### config.mk
export PLATFORM = sky130hd
export DESIGN_NAME = cva6_wt_store_buf
export DESIGN_NICKNAME = d
export VERILOG_FILES = /design/src/rtl/cva6_wt_store_buf.sv
export SDC_FILE = /design/constraint.sdc
export NUM_CORES = 1
export LEC_CHECK = 0
export CORE_UTILIZATION = 25
export DETAILED_ROUTE_END_ITERATION = 12
export SLEW_MARGIN = 15
export SYNTH_ARGS = -nofsm -noshare
export SYNTH_HDL_FRONTEND = slang
export SYNTH_SLANG_ARGS = --single-unit
### constraint.sdc
create_clock -name clk_i -period 2.1 [get_ports clk_i]
set_input_delay 0.42 -clock clk_i [delete_from_list [all_inputs] [get_ports clk_i]]
set_output_delay 0.42 -clock clk_i [all_outputs]
set_load 0.01 [all_outputs]
### src/rtl/cva6_wt_store_buf.sv
// ---------------------------------------------------------------------------
// cva6_wt_store_buf
//
// In-order store buffer between the LSU store path and the write-through
// data-cache memory port. Byte-enabled word stores are queued in a small
// circular FIFO and issued oldest-first over a req/gnt handshake. Granted
// writes are counted as outstanding until acknowledged.
//
// Optional feature (macro STORE_BUF_MERGE_EN):
//   defined   - a cacheable store to the same word as the youngest cacheable
//               entry is merged into it, provided that entry is not the one
//               currently presented on the memory port.
//   undefined - every accepted store allocates its own entry.
//
// Ports:
//   clk_i, rst_ni       clock, asynchronous active-low reset
//   st_valid_i/ready_o  store handshake; ready depends on registered state only
//   st_addr_i           store byte address (offset bits ignored)
//   st_data_i, st_be_i  lane-aligned store data and non-zero byte enables
//   st_nc_i             non-cacheable store, never merged
//   mem_req_o/gnt_i     write request handshake towards memory
//   mem_addr_o          word-aligned address of the head entry
//   mem_data_o/be_o     head entry data and byte enables
//   mem_tid_o           transaction ID, advances on every grant
//   mem_ack_i           write acknowledge, retires one outstanding write
//   rd_addr_i/rd_hit_o  load hazard check against all queued entries
//   empty_o             no queued entries and no outstanding writes
//   outstanding_o       granted-but-unacknowledged write count
// ---------------------------------------------------------------------------
module cva6_wt_store_buf #(
    parameter int unsigned DEPTH           = 2,
    parameter int unsigned ADDR_W          = 32,
    parameter int unsigned DATA_W          = 64,
    parameter int unsigned MAX_OUTSTANDING = 7,
    parameter int unsigned TID_W           = 2
) (
    input  logic                clk_i,
    input  logic                rst_ni,

    input  logic                st_valid_i,
    output logic                st_ready_o,
    input  logic [ADDR_W-1:0]   st_addr_i,
    input  logic [DATA_W-1:0]   st_data_i,
    input  logic [DATA_W/8-1:0] st_be_i,
    input  logic                st_nc_i,

    output logic                mem_req_o,
    input  logic                mem_gnt_i,
    output logic [ADDR_W-1:0]   mem_addr_o,
    output logic [DATA_W-1:0]   mem_data_o,
    output logic [DATA_W/8-1:0] mem_be_o,
    output logic [TID_W-1:0]    mem_tid_o,
    input  logic                mem_ack_i,

    input  logic [ADDR_W-1:0]   rd_addr_i,
    output logic                rd_hit_o,
    output logic                empty_o,
    output logic [2:0]          outstanding_o
);

    localparam int unsigned BeW    = DATA_W / 8;
    localparam int unsigned OffW   = $clog2(BeW);
    localparam int unsigned WaddrW = ADDR_W - OffW;
    localparam int unsigned PtrW   = (DEPTH > 1) ? $clog2(DEPTH) : 1;
    localparam int unsigned CntW   = $clog2(DEPTH + 1);
    localparam int unsigned OutW   = 3;

    // Entry storage
    logic [DEPTH-1:0]  valid_q, valid_d;
    logic [DEPTH-1:0]  nc_q, nc_d;
    logic [WaddrW-1:0] addr_q [DEPTH];
    logic [WaddrW-1:0] addr_d [DEPTH];
    logic [DATA_W-1:0] data_q [DEPTH];
    logic [DATA_W-1:0] data_d [DEPTH];
    logic [BeW-1:0]    be_q   [DEPTH];
    logic [BeW-1:0]    be_d   [DEPTH];

    // Queue bookkeeping
    logic [PtrW-1:0]   head_q, head_d;
    logic [PtrW-1:0]   tail_q, tail_d;
    logic [CntW-1:0]   count_q, count_d;
    logic [OutW-1:0]   outstanding_q, outstanding_d;
    logic [TID_W-1:0]  tid_q, tid_d;

    logic [WaddrW-1:0] st_word;
    logic [WaddrW-1:0] rd_word;
    logic [PtrW-1:0]   young_idx;
    logic              head_valid;
    logic              full;
    logic              merge_ok;
    logic              accept;
    logic              do_merge;
    logic              do_alloc;
    logic              pop;
    logic              ack_ok;
    logic              unused_offset;

    function automatic logic [PtrW-1:0] ptr_inc(input logic [PtrW-1:0] p);
        if (p == PtrW'(DEPTH - 1)) begin
            return '0;
        end
        return p + PtrW'(1);
    endfunction

    assign st_word = st_addr_i[ADDR_W-1:OffW];
    assign rd_word = rd_addr_i[ADDR_W-1:OffW];

    // Byte offsets never take part in any word compare.
    assign unused_offset = ^{st_addr_i[OffW-1:0], rd_addr_i[OffW-1:0]};

    // The youngest entry sits just behind the tail pointer.
    assign young_idx  = (tail_q == '0) ? PtrW'(DEPTH - 1) : tail_q - PtrW'(1);
    assign head_valid = valid_q[head_q];
    assign full       = (count_q == CntW'(DEPTH));

    assign mem_req_o  = head_valid && (outstanding_q < OutW'(MAX_OUTSTANDING));

`ifdef STORE_BUF_MERGE_EN
    // Merging into the presented head would change data mid-handshake.
    assign merge_ok = valid_q[young_idx] && !nc_q[young_idx] && !st_nc_i &&
                      (addr_q[young_idx] == st_word) &&
                      !(mem_req_o && (young_idx == head_q));
`else
    logic unused_merge;
    assign merge_ok     = 1'b0;
    assign unused_merge = ^{nc_q, young_idx};
`endif

    // A same-cycle grant does not open a slot: ready uses registered state.
    assign st_ready_o = !full || merge_ok;
    assign accept     = st_valid_i && st_ready_o;
    assign do_merge   = accept && merge_ok;
    assign do_alloc   = accept && !merge_ok;
    assign pop        = mem_req_o && mem_gnt_i;
    assign ack_ok     = mem_ack_i && (outstanding_q != '0);

    // -----------------------------------------------------------------------
    // Next-state logic
    // -----------------------------------------------------------------------
    always_comb begin
        valid_d       = valid_q;
        nc_d          = nc_q;
        addr_d        = addr_q;
        data_d        = data_q;
        be_d          = be_q;
        head_d        = head_q;
        tail_d        = tail_q;
        count_d       = count_q;
        outstanding_d = outstanding_q;
        tid_d         = tid_q;

        if (pop) begin
            valid_d[head_q] = 1'b0;
            head_d          = ptr_inc(head_q);
            tid_d           = tid_q + TID_W'(1);
        end

        // Merge and pop never target the same entry (see merge_ok).
        if (do_merge) begin
            for (int unsigned b = 0; b < BeW; b++) begin
                if (st_be_i[b]) begin
                    data_d[young_idx][8*b +: 8] = st_data_i[8*b +: 8];
                end
            end
            be_d[young_idx] = be_q[young_idx] | st_be_i;
        end

        if (do_alloc) begin
            valid_d[tail_q] = 1'b1;
            nc_d[tail_q]    = st_nc_i;
            addr_d[tail_q]  = st_word;
            data_d[tail_q]  = st_data_i;
            be_d[tail_q]    = st_be_i;
            tail_d          = ptr_inc(tail_q);
        end

        unique case ({do_alloc, pop})
            2'b10:   count_d = count_q + CntW'(1);
            2'b01:   count_d = count_q - CntW'(1);
            default: count_d = count_q;
        endcase

        unique case ({pop, ack_ok})
            2'b10:   outstanding_d = outstanding_q + OutW'(1);
            2'b01:   outstanding_d = outstanding_q - OutW'(1);
            default: outstanding_d = outstanding_q;
        endcase
    end

    // -----------------------------------------------------------------------
    // State registers
    // -----------------------------------------------------------------------
    always_ff @(posedge clk_i or negedge rst_ni) begin
        if (!rst_ni) begin
            valid_q       <= '0;
            nc_q          <= '0;
            head_q        <= '0;
            tail_q        <= '0;
            count_q       <= '0;
            outstanding_q <= '0;
            tid_q         <= '0;
            for (int unsigned i = 0; i < DEPTH; i++) begin
                addr_q[i] <= '0;
                data_q[i] <= '0;
                be_q[i]   <= '0;
            end
        end else begin
            valid_q       <= valid_d;
            nc_q          <= nc_d;
            head_q        <= head_d;
            tail_q        <= tail_d;
            count_q       <= count_d;
            outstanding_q <= outstanding_d;
            tid_q         <= tid_d;
            for (int unsigned i = 0; i < DEPTH; i++) begin
                addr_q[i] <= addr_d[i];
                data_q[i] <= data_d[i];
                be_q[i]   <= be_d[i];
            end
        end
    end

    // -----------------------------------------------------------------------
    // Outputs
    // -----------------------------------------------------------------------
    // Payload is zeroed when nothing is queued so an idle port stays quiet.
    assign mem_addr_o    = head_valid ? {addr_q[head_q], {OffW{1'b0}}} : '0;
    assign mem_data_o    = head_valid ? data_q[head_q] : '0;
    assign mem_be_o      = head_valid ? be_q[head_q] : '0;
    assign mem_tid_o     = tid_q;
    assign empty_o       = (count_q == '0) && (outstanding_q == '0);
    assign outstanding_o = outstanding_q;

    // Granted writes have left the buffer and are not hazard-checked.
    always_comb begin
        rd_hit_o = 1'b0;
        for (int unsigned i = 0; i < DEPTH; i++) begin
            if (valid_q[i] && (addr_q[i] == rd_word)) begin
                rd_hit_o = 1'b1;
            end
        end
    end

    // -----------------------------------------------------------------------
    // Assertions
    // -----------------------------------------------------------------------
    ack_without_outstanding_a: assert property (
        @(posedge clk_i) disable iff (!rst_ni)
        !(mem_ack_i && (outstanding_q == '0))
    );

    st_be_nonzero_a: assert property (
        @(posedge clk_i) disable iff (!rst_ni)
        st_valid_i |-> (st_be_i != '0)
    );

    req_held_stable_a: assert property (
        @(posedge clk_i) disable iff (!rst_ni)
        (mem_req_o && !mem_gnt_i) |=>
            (mem_req_o && $stable(mem_addr_o) && $stable(mem_data_o) &&
             $stable(mem_be_o) && $stable(mem_tid_o))
    );

endmodule

==> metrics.txt <==
Final Hold Viols 0; vias in the first global route approximately 8300; Gate Count Post-Synth roughly 780; failing checks setup timing; synth warn 0; I/O pins roughly 260; Final Wtd Congestion around 0.78; final setup TNS -24.35 ns; pre-CTS setup slack -0.9930 ns; Main synth FF type dfrtp_1; Post-Synth XOR/XNOR Area 5.604%; row count between 70 and 80; Crit path largest cell delay between 0.5 and 0.6 ns; final wirelength about 33000 um; Data required, critical path around 1.7 ns; Worst Hold Class in -> async; Vias/cell approximately 4.4; kind of cell adding the most delay to the critical path simple AND/OR/NAND/NOR gates; fmax roughly 380 MHz; I/O Buffers 244; Final ANT Viol Nets 0; largest net degree at the start of global routing 68; Initial Util about a quarter; RSZ-0062 raised after global routing true; via count 7559; worst-path maximum fanout 2; DIE WIDTH 208.2 um; WS Path Type in -> out; Compound-Gate Fraction of Synth Area less than 1%; Max Cap Viol 0; Top Layer Used met5; Clock Sinks 213; routed length on met1 about 15000 um; placed cells between 1500 and 2000; grt total ovfl 0; area delta synth->final 60.91%; Buf/Inv on CP 2; DRC viols 0; htree depth 1; total core area between 0.04 and 0.05 sq mm; critical path launch point type input pin; Worst slew margin between 50% and 60%; CTS tree done; EDFF count, synth 0; status complete, but fails checks; VDD IR max approximately 840 uV; post-synthesis mux area share between 30% and 40%; Netlist cell types 35; CTS Buf Count 27; Tmin final roughly 2.6 ns; clk_skew approximately 0.025 ns; GRT Overall Usage 15.19%; initial antenna violation count 1; Layout Nets between 1000 and 1500; Mapped Avg Cell Area between 10 and 15 sq um; DRT iter0 DRCs 267; Critical Path End Type output pin; asr flop ratio synth 100.0%; cell area after synthesis 0.01063 sq mm; final setup fails between 100 and 150; pwr dens ~1900 mW/mm^2; worst-margin pin slew between 0.6 and 0.7 ns; first-pass GRT wire length roughly 51000 um; Die H roughly 210 um; Simple-Gate Fraction of Synth Area ~5.7%; Final period util 124.9%; Critical Path AT 2.20 ns; CP max stage cell clkdlybuf4s50_1; Detailed Place HPWL between 20000 and 25000 um; Core Util, Final between 40% and 50%; Die ar. approximately 0.043 sq mm; Slew Limit Fails 0; Seq/Total Area, Yosys 50.15%; DR WL met2 between 15000 and 20000 um; share of layout cells above drive strength 1 about 47%; WL/cell roughly 19 um; fin worst setup slack -0.5226 ns; DRT Pass-1 Iters 4; worst-skew pair later-pin latency ~0.55 ns; hold_ws ~0.44 ns; register bit total from synthesis between 200 and 250; deepest clock path buffer count 3; Non-Filler Instances ~1700; Worst-path clk slew ~0.06 ns; largest family of logic cells by synthesized area multiplexers; CTS Root Cell clkbuf_16; Leak about 7.6 nW; Cell Chain, Critical Path clkdlybuf4s50_1, xnor2_2, nand4_1, or4_4, o22ai_2, buf_2; met3 wire len around 2000 um; Synth Area in Adders less than 1%
## through the flow
stage / power (mW) / area (sq um)
6_report: 32.06 / 17100
5_1_grt: 33.91 / 17100
4_1_cts: 29.90 / 16340
3_5_place_dp: 22.42 / 14580
3_3_place_gp: 22.20 / 14580
2_1_floorplan: 15.28 / 10640
## registers in the layout (all words and copies together), names as in the netlist, 2 cells and up
| register | count |
|---|---|
| count_q | 2 |
| valid_q | 2 |
| data_q | 128 |
| addr_q | 58 |
| mem_tid_o | 2 |
| be_q | 16 |
| outstanding_o | 3 |
## path summary, 6_finish.rpt
check | from | endpoint | slack (ns) | cells past startpoint
max in group asynchronous | rst_ni | data_q[28] | 0.95 | 3
min reg2reg | mem_tid_o[1] | mem_tid_o[1] | 0.48 | 1
max reg2reg | head_q | outstanding_o[2] | -0.08 | 9
min in group clk_i | mem_tid_o[1] | mem_tid_o[1] | 0.48 | 1
max | rd_addr_i[11] | rd_hit_o | -0.52 | 6
min | rst_ni | addr_q[12] | 0.44 | 2
## cell usage after synthesis, drive strengths merged (2+ instances only)
| cell | instances | area, sq um |
|---|---|---|
| buf | 45 | 396.6 |
| clkbuf | 3 | 11.26 |
| dfrtp | 213 | 5330 |
| ha | 2 | 25.02 |
| inv | 6 | 22.52 |
| mux2 | 202 | 2571 |
| mux2i | 103 | 1031 |
| nand2 | 5 | 26.27 |
| nand3 | 2 | 15.01 |
| nand4 | 8 | 50.05 |
| nor2 | 105 | 401.6 |
| nor4 | 8 | 50.05 |
| o22ai | 2 | 12.51 |
| or4 | 2 | 15.01 |
| xnor2 | 33 | 289.0 |
| xor2 | 35 | 306.5 |
## layout make-up
type,count,area [sq um]
fillers,3902,24850
multi-input cells,518,5704
flip-flops and latches,213,5334
repair buffers,409,4483
clock buffers,35,745.7
well taps,539,674.4
clock inverters,11,135.1
inverters,6,22.52
diodes,1,2.502
## power by group
part	internal [mW]	switching [mW]	total, mW	leakage [nW]
Sequential	6.27	1.53	7.80	2.50
Clock	2.84	1.85	4.70	0.432
Combinational	11.3	8.28	19.6	4.65
Total	20.4	11.7	32.1	7.58
## repair_timing
| item | 4_1_cts | 5_1_grt |
|---|---|---|
| gates resized for setup | 574 | 183 |
| pin swaps | 20 | 40 |
| gates cloned | 18 | 3 |
| buffers inserted | 33 | 8 |
| hold endpoints to repair | 59 | 0 |
| hold buffers | 1 | 0 |
| setup endpoints to repair | 106 | 106 |
## placed cells by master, fill, tap and decap left out, drive strengths merged, types with 3 or more instances in the layout
master / count
buf: 266
bufinv: 3
clkbuf: 38
clkdlybuf4s50: 138
clkinv: 6
conb: 3
dfrtp: 213
inv: 6
mux2: 202
mux2i: 103
nand2: 5
nand4: 8
nor2: 105
nor4: 8
xnor2: 33
xor2: 35
## worst reg2reg max path, cell delays in order (launching register included)
cell and delay [ns]:
dfrtp_4 0.51, mux2i_4 0.27, buf_6 0.19, nand3b_1 0.16, ha_2 0.21, inv_2 0.04
fa_2 0.32, xor2_1 0.14, nor2_1 0.13, xor2_1 0.15
## routing by layer
metal	vias to the layer above	GRT usage, %
met3	56	3.275
met5	-	0
met4	2	4.291
li1	3507	-
met2	187	24.60
met1	3807	20.34
## cells by family (layout without fill, tap and decap cells)
logic type,count (synthesis),in the layout
compound gates,3,3
xor+xnor,68,68
fa+ha+maj,3,3
buf+inv,54,461
flops,213,213
mux,305,305
other cells,1,4
simple gates,136,136
Note: power is estimated with default switching activity, not from simulation.
